==> config.mk <==
export PLATFORM = sky130hd
export DESIGN_NAME = game_round_engine
export DESIGN_NICKNAME = d
export VERILOG_FILES = /design/src/rtl/game_round_engine.sv
export SDC_FILE = /design/constraint.sdc
export NUM_CORES = 1
export LEC_CHECK = 0
export CAP_MARGIN = 20
export CORE_MARGIN = 5
export CORE_UTILIZATION = 50
export DETAILED_ROUTE_END_ITERATION = 6
export GPL_ROUTABILITY_DRIVEN = 0
export PLACE_DENSITY = 0.71
export SYNTH_ARGS = -nofsm -noshare
export SYNTH_HDL_FRONTEND = slang
export SYNTH_SLANG_ARGS = --single-unit
==> constraint.sdc <==
create_clock -name clk -period 2.2 [get_ports clk]
set_input_delay 0.44 -clock clk [delete_from_list [all_inputs] [get_ports clk]]
set_output_delay 0.44 -clock clk [all_outputs]
set_load 0.01 [all_outputs]
==> src/rtl/game_round_engine.sv <==
// Round engine downstream of the game controller: lights targets, scores hits/misses, runs the game timer.
// Optional build macro MISS_PENALTY_EN: each miss also decrements score (floored at 0).
module game_round_engine #(
  parameter int unsigned TICK_DIV     = 50000,
  parameter logic [7:0]  GAME_TICKS   = 8'd200,
  parameter logic [7:0]  TARGET_TICKS = 8'd20
) (
  input  logic       clk,
  input  logic       rst,
  input  logic       start_game,
  input  logic       btn1,
  input  logic       btn2,
  input  logic       btn3,
  output logic [2:0] lamp,
  output logic [7:0] score,
  output logic [7:0] time_left,
  output logic       hit_pulse,
  output logic       miss_pulse,
  output logic       stop_out
);

  localparam int unsigned DIV_W = (TICK_DIV > 1) ? $clog2(TICK_DIV) : 1;

`ifdef MISS_PENALTY_EN
  localparam bit MISS_PENALTY = 1'b1;
`else
  localparam bit MISS_PENALTY = 1'b0;
`endif

  typedef enum logic [2:0] {
    IDLE = 3'd0,
    ARM  = 3'd1,
    SHOW = 3'd2,
    GAP  = 3'd3,
    DONE = 3'd4
  } state_t;

  state_t           state;
  logic [7:0]       lfsr;
  logic [2:0]       btn_q;
  logic             start_q;
  logic [2:0]       target;
  logic [7:0]       tgt_cnt;
  logic [DIV_W-1:0] div;

  logic [2:0] btn_c;
  logic [2:0] rise_c;
  logic       start_rise_c;
  logic       tick_c;
  logic       hit_c;
  logic       miss_press_c;
  logic       timeout_c;
  logic       lfsr_fb_c;
  logic [2:0] next_target_c;
  logic [7:0] score_inc_c;
  logic [7:0] score_dec_c;

  assign btn_c        = {btn3, btn2, btn1};
  assign rise_c       = btn_c & ~btn_q;
  assign start_rise_c = start_game & ~start_q;
  assign tick_c       = (div == DIV_W'(TICK_DIV - 1));
  assign hit_c        = (rise_c == target);
  assign miss_press_c = (rise_c != 3'b000) && !hit_c;
  assign timeout_c    = tick_c && (tgt_cnt == (TARGET_TICKS - 8'd1));
  assign lfsr_fb_c    = lfsr[7] ^ lfsr[5] ^ lfsr[4] ^ lfsr[3];
  assign score_inc_c  = (score == 8'hFF) ? score : score + 8'd1;
  assign score_dec_c  = (score == 8'h00) ? score : score - 8'd1;

  // Code 3 avoids a bias toward any lamp by stepping from the previous target
  always_comb begin
    next_target_c = 3'b001;
    case (lfsr[1:0])
      2'd0:    next_target_c = 3'b001;
      2'd1:    next_target_c = 3'b010;
      2'd2:    next_target_c = 3'b100;
      default: next_target_c = {target[1:0], target[2]};
    endcase
  end

  always_ff @(posedge clk) begin
    if (!rst) begin
      state      <= IDLE;
      lfsr       <= 8'hA5;
      btn_q      <= 3'b000;
      start_q    <= 1'b0;
      target     <= 3'b001;
      tgt_cnt    <= 8'd0;
      div        <= '0;
      lamp       <= 3'b000;
      score      <= 8'd0;
      time_left  <= 8'd0;
      hit_pulse  <= 1'b0;
      miss_pulse <= 1'b0;
      stop_out   <= 1'b0;
    end else begin
      lfsr       <= {lfsr[6:0], lfsr_fb_c};
      btn_q      <= btn_c;
      start_q    <= start_game;
      hit_pulse  <= 1'b0;
      miss_pulse <= 1'b0;

      case (state)
        IDLE: begin
          if (start_rise_c) begin
            state     <= ARM;
            score     <= 8'd0;
            time_left <= GAME_TICKS;
            div       <= '0;
          end
        end

        ARM, SHOW, GAP: begin
          if (!start_game) begin
            // Abort: score and time_left are left as they were
            state <= IDLE;
            lamp  <= 3'b000;
          end else begin
            div <= tick_c ? '0 : div + DIV_W'(1);
            if (tick_c && (time_left != 8'd0)) begin
              time_left <= time_left - 8'd1;
            end

            case (state)
              ARM: begin
                target  <= next_target_c;
                lamp    <= next_target_c;
                tgt_cnt <= 8'd0;
                state   <= SHOW;
              end
              SHOW: begin
                if (tick_c) begin
                  tgt_cnt <= tgt_cnt + 8'd1;
                end
                if (hit_c) begin
                  score     <= score_inc_c;
                  hit_pulse <= 1'b1;
                  lamp      <= 3'b000;
                  state     <= GAP;
                end else if (miss_press_c || timeout_c) begin
                  miss_pulse <= 1'b1;
                  if (MISS_PENALTY) begin
                    score <= score_dec_c;
                  end
                  if (timeout_c) begin
                    lamp  <= 3'b000;
                    state <= GAP;
                  end
                end
              end
              GAP: begin
                if (tick_c) begin
                  state <= ARM;
                end
              end
              default: ;
            endcase

            // Expiry overrides the round outcome, but a same-cycle hit is still scored above
            if (time_left == 8'd0) begin
              state    <= DONE;
              lamp     <= 3'b000;
              stop_out <= 1'b1;
            end
          end
        end

        DONE: begin
          if (!start_game) begin
            state    <= IDLE;
            stop_out <= 1'b0;
          end
        end

        default: begin
          state <= IDLE;
          lamp  <= 3'b000;
        end
      endcase
    end
  end

endmodule
==> results.cfg, run 1 <==
[status]
status = complete, no violations

[floorplan]
die_w_um = 87.0
rows = 28
io_pins = 28
core_um2 = 5850
die_y_um = 87.0
dieArea_um2 = 7570
initial_utilization = 0.507

[synthesis]
synthXorXnorAreaFrac = 0.0709
synth_compound_area_frac = 0.148
synth-edff-count = 0
synth-seq-cells = 64
synth_cell_types = 51
ys_warn_count = 0
syn_nets = 349
synth.area.mux_share = 0.00338
synth_top_family_by_area = simple AND/OR/NAND/NOR gates
postSynthCellCount = 339
ys.flop_type = dfxtp_1
async_reset_ff_frac = 0
synth_area_um2 = 2970
synthTopCellsByArea = dfxtp_1 (43%), a21oi_1 (3.9%), xnor2_1 (3.5%)
synth_fa_ha_area_frac = 0.0169
yosys.area.top_type = dfxtp_1
synthSimpleGateAreaFrac = 0.301
netlist.area_leader.share = 0.432
synth_seq_area_share = 0.432
avgSynthCellArea_um2 = 8.75

[placed_design]
port_buffers = 27
dp_slack_ns = -0.215
dp_hpwl_um = 4600

[drt]
postRouteAntennaNets = 0
wl_um = 6610
vias = 2595
drt-pass1-iter-count = 4
drt-vias-per-instance = 5.47
drtIter0Drc = 161
drc = 0
wl_per_cell_um = 14.0

[critical_path]
r2r.worst_path.cells = 6
critPathCaptureType = register
r2r-start = div[10]$_SDFFE_PN0P_
crit_path_end = score[5]$_SDFFE_PN0P_
rrSetupSlack_ns = 0.17
critPathLaunchType = input port
crit_required_ns = 2.48
crit_type = in2reg
worst_ep_arrival_time_ns = 2.32
cp_max_fo = 12
critPathLaunch = start_game
rr_endpoint = tgt_cnt[5]$_SDFFE_PN0P_

[global_route]
grt_pass1_vias = 2391
grt_use_total = 0.185
grt-ovfl-total = 0
grt_pass1_wl_um = 11100
grt_max_degree = 29
antenna_found_initial = 0

[clocking]
htreeDepth = 3
cts-hold-fix-buffers = 0
cts_tree = done
clk_pin_slew_ns = 0.07
clk_latency_ns = 0.35
clock_path_buffers = 2
numCtsBuffers = 9
clockRootBuffer = clkbuf_8
cts_sinks = 64
postCtsSetupRepairBufs = 0

[power_and_ir_drop]
power_density_nw_per_um2 = 672
peakVddDrop_uv = 405
p_total_mw = 2.47
p_leak_nw = 1.30

[hold_path]
hp-class = reg2reg

[finish]
seqCellArea_um2 = 1280
nNetsFinal = 404
area_growth_pct = 24.1
multi_input_area_um2 = 1610
drive_gt1_frac = 0.125
diodes = 0
n_fill_cell = 486

[sta]
tightest_slew_ns = 0.458
setup_viol = 0
whs_ns = 0.412
fin_tns_setup_ns = 0
fin_crit_ns = 2.04
final.setup.worst_slack_ns = 0.162
fin_skew_ns = 0.0115
max_freq_mhz = 491
maxSlewViolCount = 0
finalHoldViolations = 0
post-route-period-util = 0.926
slew_headroom = 0.694

[run]
drv_cap = 0
[synthesized netlist by cell type, types with 2 or more instances]
master     n
dfxtp_1   64
nor2_1    25
nand2_1   24
a21oi_1   23
o21ai_0   16
and2_1    13
xnor2_1   12
xor2_1    12
inv_1     11
nand3_1   11
nor2b_1   11
or3_1     11
clkbuf_1   8
nand4_1    8
o31ai_1    8
nand2b_1   7
nor4_1     7
nor3_1     6
nor3b_1    6
or4_1      6
and4_1     5
ha_1       4
o21a_1     4
a31oi_1    3
and3_1     3
o22ai_1    3
a21boi_0   2
buf_2      2
nand3b_1   2
[layout make-up]
cell class | count | share of cell area
clock buffer | 12 | 0.0421
clock inverter | 4 | 0.00782
inverter | 11 | 0.0112
multi-input combinational | 254 | 0.437
sequential | 64 | 0.348
tap | 75 | 0.0255
timing repair buffer | 54 | 0.128
[state kept, by name, summed over array words and instances (netlist names)]
name and cells:
score 8, lamp 3, state 3, hit_pulse 1
time_left 8, tgt_cnt 8, start_q 1, miss_pulse 1
lfsr 8, btn_q 3, target 3, stop_out 1
div 16
[through the flow]
stage / cell area (µm²) / util / std cells
floorplan: 2970 / - / 339
global placement: 3490 / 0.597 / 458
detailed placement: 3490 / 0.597 / 458
CTS: 3680 / 0.628 / 474
global route: 3680 / 0.629 / 474
finish: 3680 / 0.629 / 474
[worst min path at each step]
| stage | cells after the start | slack, ns | startpoint | endpoint |
|---|---|---|---|---|
| after CTS | 1 | 0.42 | lfsr[6]$_SDFF_PN0_ | lfsr[7]$_SDFF_PN1_ |
| after floorplan | 1 | 0.39 | lfsr[6]$_SDFF_PN0_ | lfsr[7]$_SDFF_PN1_ |
| after global placement | 1 | 0.39 | lfsr[6]$_SDFF_PN0_ | lfsr[7]$_SDFF_PN1_ |
| after detailed placement | 1 | 0.40 | lfsr[6]$_SDFF_PN0_ | lfsr[7]$_SDFF_PN1_ |
| after global routing | 1 | 0.43 | lfsr[6]$_SDFF_PN0_ | lfsr[7]$_SDFF_PN1_ |
| final | 1 | 0.41 | lfsr[6]$_SDFF_PN0_ | lfsr[7]$_SDFF_PN1_ |
[cell usage in the layout (no fill, tap or decap), types with 3 or more instances in the layout]
cell / Yosys / final
ha_1: 4 / 4
nand2_1: 24 / 24
o31ai_1: 8 / 8
o21ai_0: 16 / 16
nand2b_1: 7 / 7
nor2b_1: 11 / 11
or3_1: 11 / 11
inv_1: 11 / 11
nor3b_1: 6 / 5
or4_1: 6 / 6
xor2_1: 12 / 12
and2_1: 13 / 13
and4_1: 5 / 5
a31oi_1: 3 / 3
xnor2_1: 12 / 12
clkbuf_8: 0 / 11
nor2_1: 25 / 25
dfxtp_1: 64 / 64
nand3_1: 11 / 11
o22ai_1: 3 / 3
clkdlybuf4s50_1: 0 / 27
and3_1: 3 / 3
a21oi_1: 23 / 23
nor3_1: 6 / 6
nand4_1: 8 / 8
buf_4: 0 / 27
o21a_1: 4 / 4
nor4_1: 7 / 7
[worst max-delay path: stages]
cell and delay (ns):
clkdlybuf4s50_1 0.58, nand2b_1 0.13, nor3_1 0.18, nand4_1 0.14, buf_4 0.20, or4_1 0.50, a21oi_1 0.14
[timing repair]
| action | CTS | global route |
|---|---|---|
| hold endpoints to repair | 0 | 0 |
| gates resized for setup | 0 | 1 |
| endpoints found under the setup margin | 0 | 3 |
[where the power goes]
| group | leakage, nW | internal, mW | switching, mW | total (mW) |
|---|---|---|---|---|
| Sequential | 0.521 | 1.20 | 0.0373 | 1.24 |
| Clock | 0.0886 | 0.470 | 0.461 | 0.931 |
| Combinational | 0.694 | 0.150 | 0.158 | 0.308 |
| Total | 1.30 | 1.82 | 0.656 | 2.47 |
[cells by family (layout without fill, tap and decap cells)]
kind of cell             after synthesis  count (layout)
AO/OA/AOI/OAI                         71              71
XOR/XNOR                              24              24
adder cells (fa/ha/maj)                4               4
buffers and inverters                 21              81
flip-flops                            64              64
multiplexers                           1               1
AND/OR/NAND/NOR                      154             154
[per-layer routing]
metal / vias to the layer above / GRT usage / routed length [µm]
li1: 1337 / - / -
met1: 1209 / 0.257 / 3340
met2: 36 / 0.268 / 2900
met3: 13 / 0.0312 / 252
met4: 0 / 0.108 / 114
met5: - / 0 / 0
(Power assumes the default switching activity.)
==> run 2, diff against run 1 <==
Settings changed: CORE_MARGIN 5 to 2.
==> run 2 against run 1 <==
Net effect:
- routed wire length is 1.2% lower
- total power grew 9.8%
- clock power increased by 27%
- die area down 13%
- final cell count up 0.84%
- clock skew hardly changed
- critical path type unchanged
- largest power group unchanged
==> results.cfg, run 2 (same netlist as run 1, synthesis figures left out) <==
[clocking]
clk_pin_slew_ns = 0.08
cts-hold-fix-buffers = 0
cts_sinks = 64
cts_resized = 0
clock_path_buffers = 2
clk_latency_ns = 0.35
numCtsBuffers = 9
postCtsSetupRepairBufs = 0
htreeDepth = 3
cts_tree = done
clockRootBuffer = clkbuf_8

[sta]
fin_crit_ns = 2.07
tightest_slew_ns = 0.457
finalHoldViolations = 0
whs_ns = 0.424
post-route-period-util = 0.939
fin_skew_ns = 0.0115
max_freq_mhz = 484
maxSlewViolCount = 0
setup_viol = 0
slew_headroom = 0.693
grt_setup_unrepaired = false

[critical_path]
critPathLaunchType = input port
r2r-start = div[0]$_SDFFE_PN0P_
cp_slowest_cell = or4_1
crit_required_ns = 2.48
worst_ep_arrival_time_ns = 2.35
cp_max_fo = 12
slowest_delay_ns = 0.51
critPathLaunch = btn2
path_cells = clkdlybuf4s50_1 > nor2b_1 > xnor2_1 > nand4_1 > buf_4 > or4_1 > a21oi_1
r2r.worst_path.cells = 7
critPathCaptureType = register
rrSetupSlack_ns = 0.23
crit_type = in2reg
rr_endpoint = tgt_cnt[6]$_SDFFE_PN0P_

[power_and_ir_drop]
power_density_nw_per_um2 = 724
p_total_mw = 2.72
seqPwrFrac = 0.454
peakVddDrop_uv = 516
pwr-share-clk = 0.433
switching_share = 0.244
combPwrFrac = 0.113
p_switching_uw = 663
power.internal_mw = 2.05
p_leak_nw = 1.35

[drt]
postRouteAntennaNets = 0
drtIter0Drc = 131
wl_um = 6540
vias = 2666
drt-pass1-iter-count = 4
drt-vias-per-instance = 5.58
wl_per_cell_um = 13.7
drc = 0

[finish]
mostFrequentLayoutCell = dfxtp_1
diodes = 0
n_fill_cell = 498
area_growth_pct = 26.6
largest_register = div
drive_gt1_frac = 0.132
final_cell_mix = dfxtp_1 (64), buf_4 (31), clkdlybuf4s50_1 (27)
multi_input_area_um2 = 1600
nNetsFinal = 408
seqCellArea_um2 = 1280
largest_reg_flops = 16

[hold_path]
worstHoldPathCells = 1
holdPathEnd = lfsr[7]$_SDFF_PN1_
worstHoldStart = lfsr[6]$_SDFF_PN0_
hp-class = reg2reg

[placed_design]
dp_hpwl_um = 4470
port_buffers = 27

[global_route]
antenna_found_initial = 0
grt_pass1_vias = 2412
grt_use_total = 0.213
grt_max_degree = 29
grt_pass1_wl_um = 10800
grt-ovfl-total = 0

[floorplan]
die_y_um = 81.0
core_um2 = 5820
die_w_um = 81.0
io_pins = 28
rows = 28
dieArea_um2 = 6560
initial_utilization = 0.510

[run]
drv_cap = 0

[status]
status = complete, no violations
-- run 2: worst max-delay path by stage --
stage	endpoint	slack, ns	cells past startpoint
after floorplan	time_left[7]$_SDFFE_PN0P_	0.16	6
after global placement	score[7]$_SDFFE_PN0P_	-0.15	7
after detailed placement	score[6]$_SDFFE_PN0P_	-0.23	7
after CTS	score[6]$_SDFFE_PN0P_	0.14	7
after global routing	score[5]$_SDFFE_PN0P_	0.02	7
final	score[6]$_SDFFE_PN0P_	0.13	7
-- run 2: layout make-up --
type,count,share of cell area
clock inverter,4,0.0203
multi-input combinational,254,0.427
tap,75,0.0250
timing repair buffer,58,0.134
clock buffer,12,0.0413
inverter,11,0.0110
sequential,64,0.341
-- run 2: worst max-delay path: cells and delay by family --
family,cells,cell delay [ns]
AOI/OAI and AO/OA,1,0.17
xor gates and xnor gates,1,0.17
buffers and inverters,2,0.67
and+or+nand+nor,3,0.90
-- run 2: metal layers --
layer | GRT usage | share of wire
met1 | 0.279 | 0.50
met2 | 0.325 | 0.44
met3 | 0.0611 | 0.045
met4 | 0.100 | 0.018
met5 | 0 | 0
-- run 2: stage by stage --
| step | util | std cells | TNS [ns] | area, µm² | setup WS, ns |
|---|---|---|---|---|---|
| floorplan | - | 339 | 0 | 2970 | 0.161 |
| global placement | 0.606 | 462 | -1.14 | 3520 | -0.155 |
| detailed placement | 0.606 | 462 | -1.65 | 3520 | -0.225 |
| CTS | 0.645 | 478 | 0 | 3750 | 0.144 |
| global route | 0.645 | 478 | 0 | 3750 | 0.0236 |
| finish | 0.645 | 478 | 0 | 3750 | 0.133 |
-- run 2: power by group through the flow --
stage / logic, mW / registers [mW] / clock network [mW]
detailed placement: 0.304 / 1.26 / 0
finish: 0.307 / 1.23 / 1.18
floorplan: 0.176 / 1.26 / 0
global placement: 0.301 / 1.26 / 0
CTS: 0.307 / 1.23 / 1.20
global route: 0.340 / 1.24 / 1.26
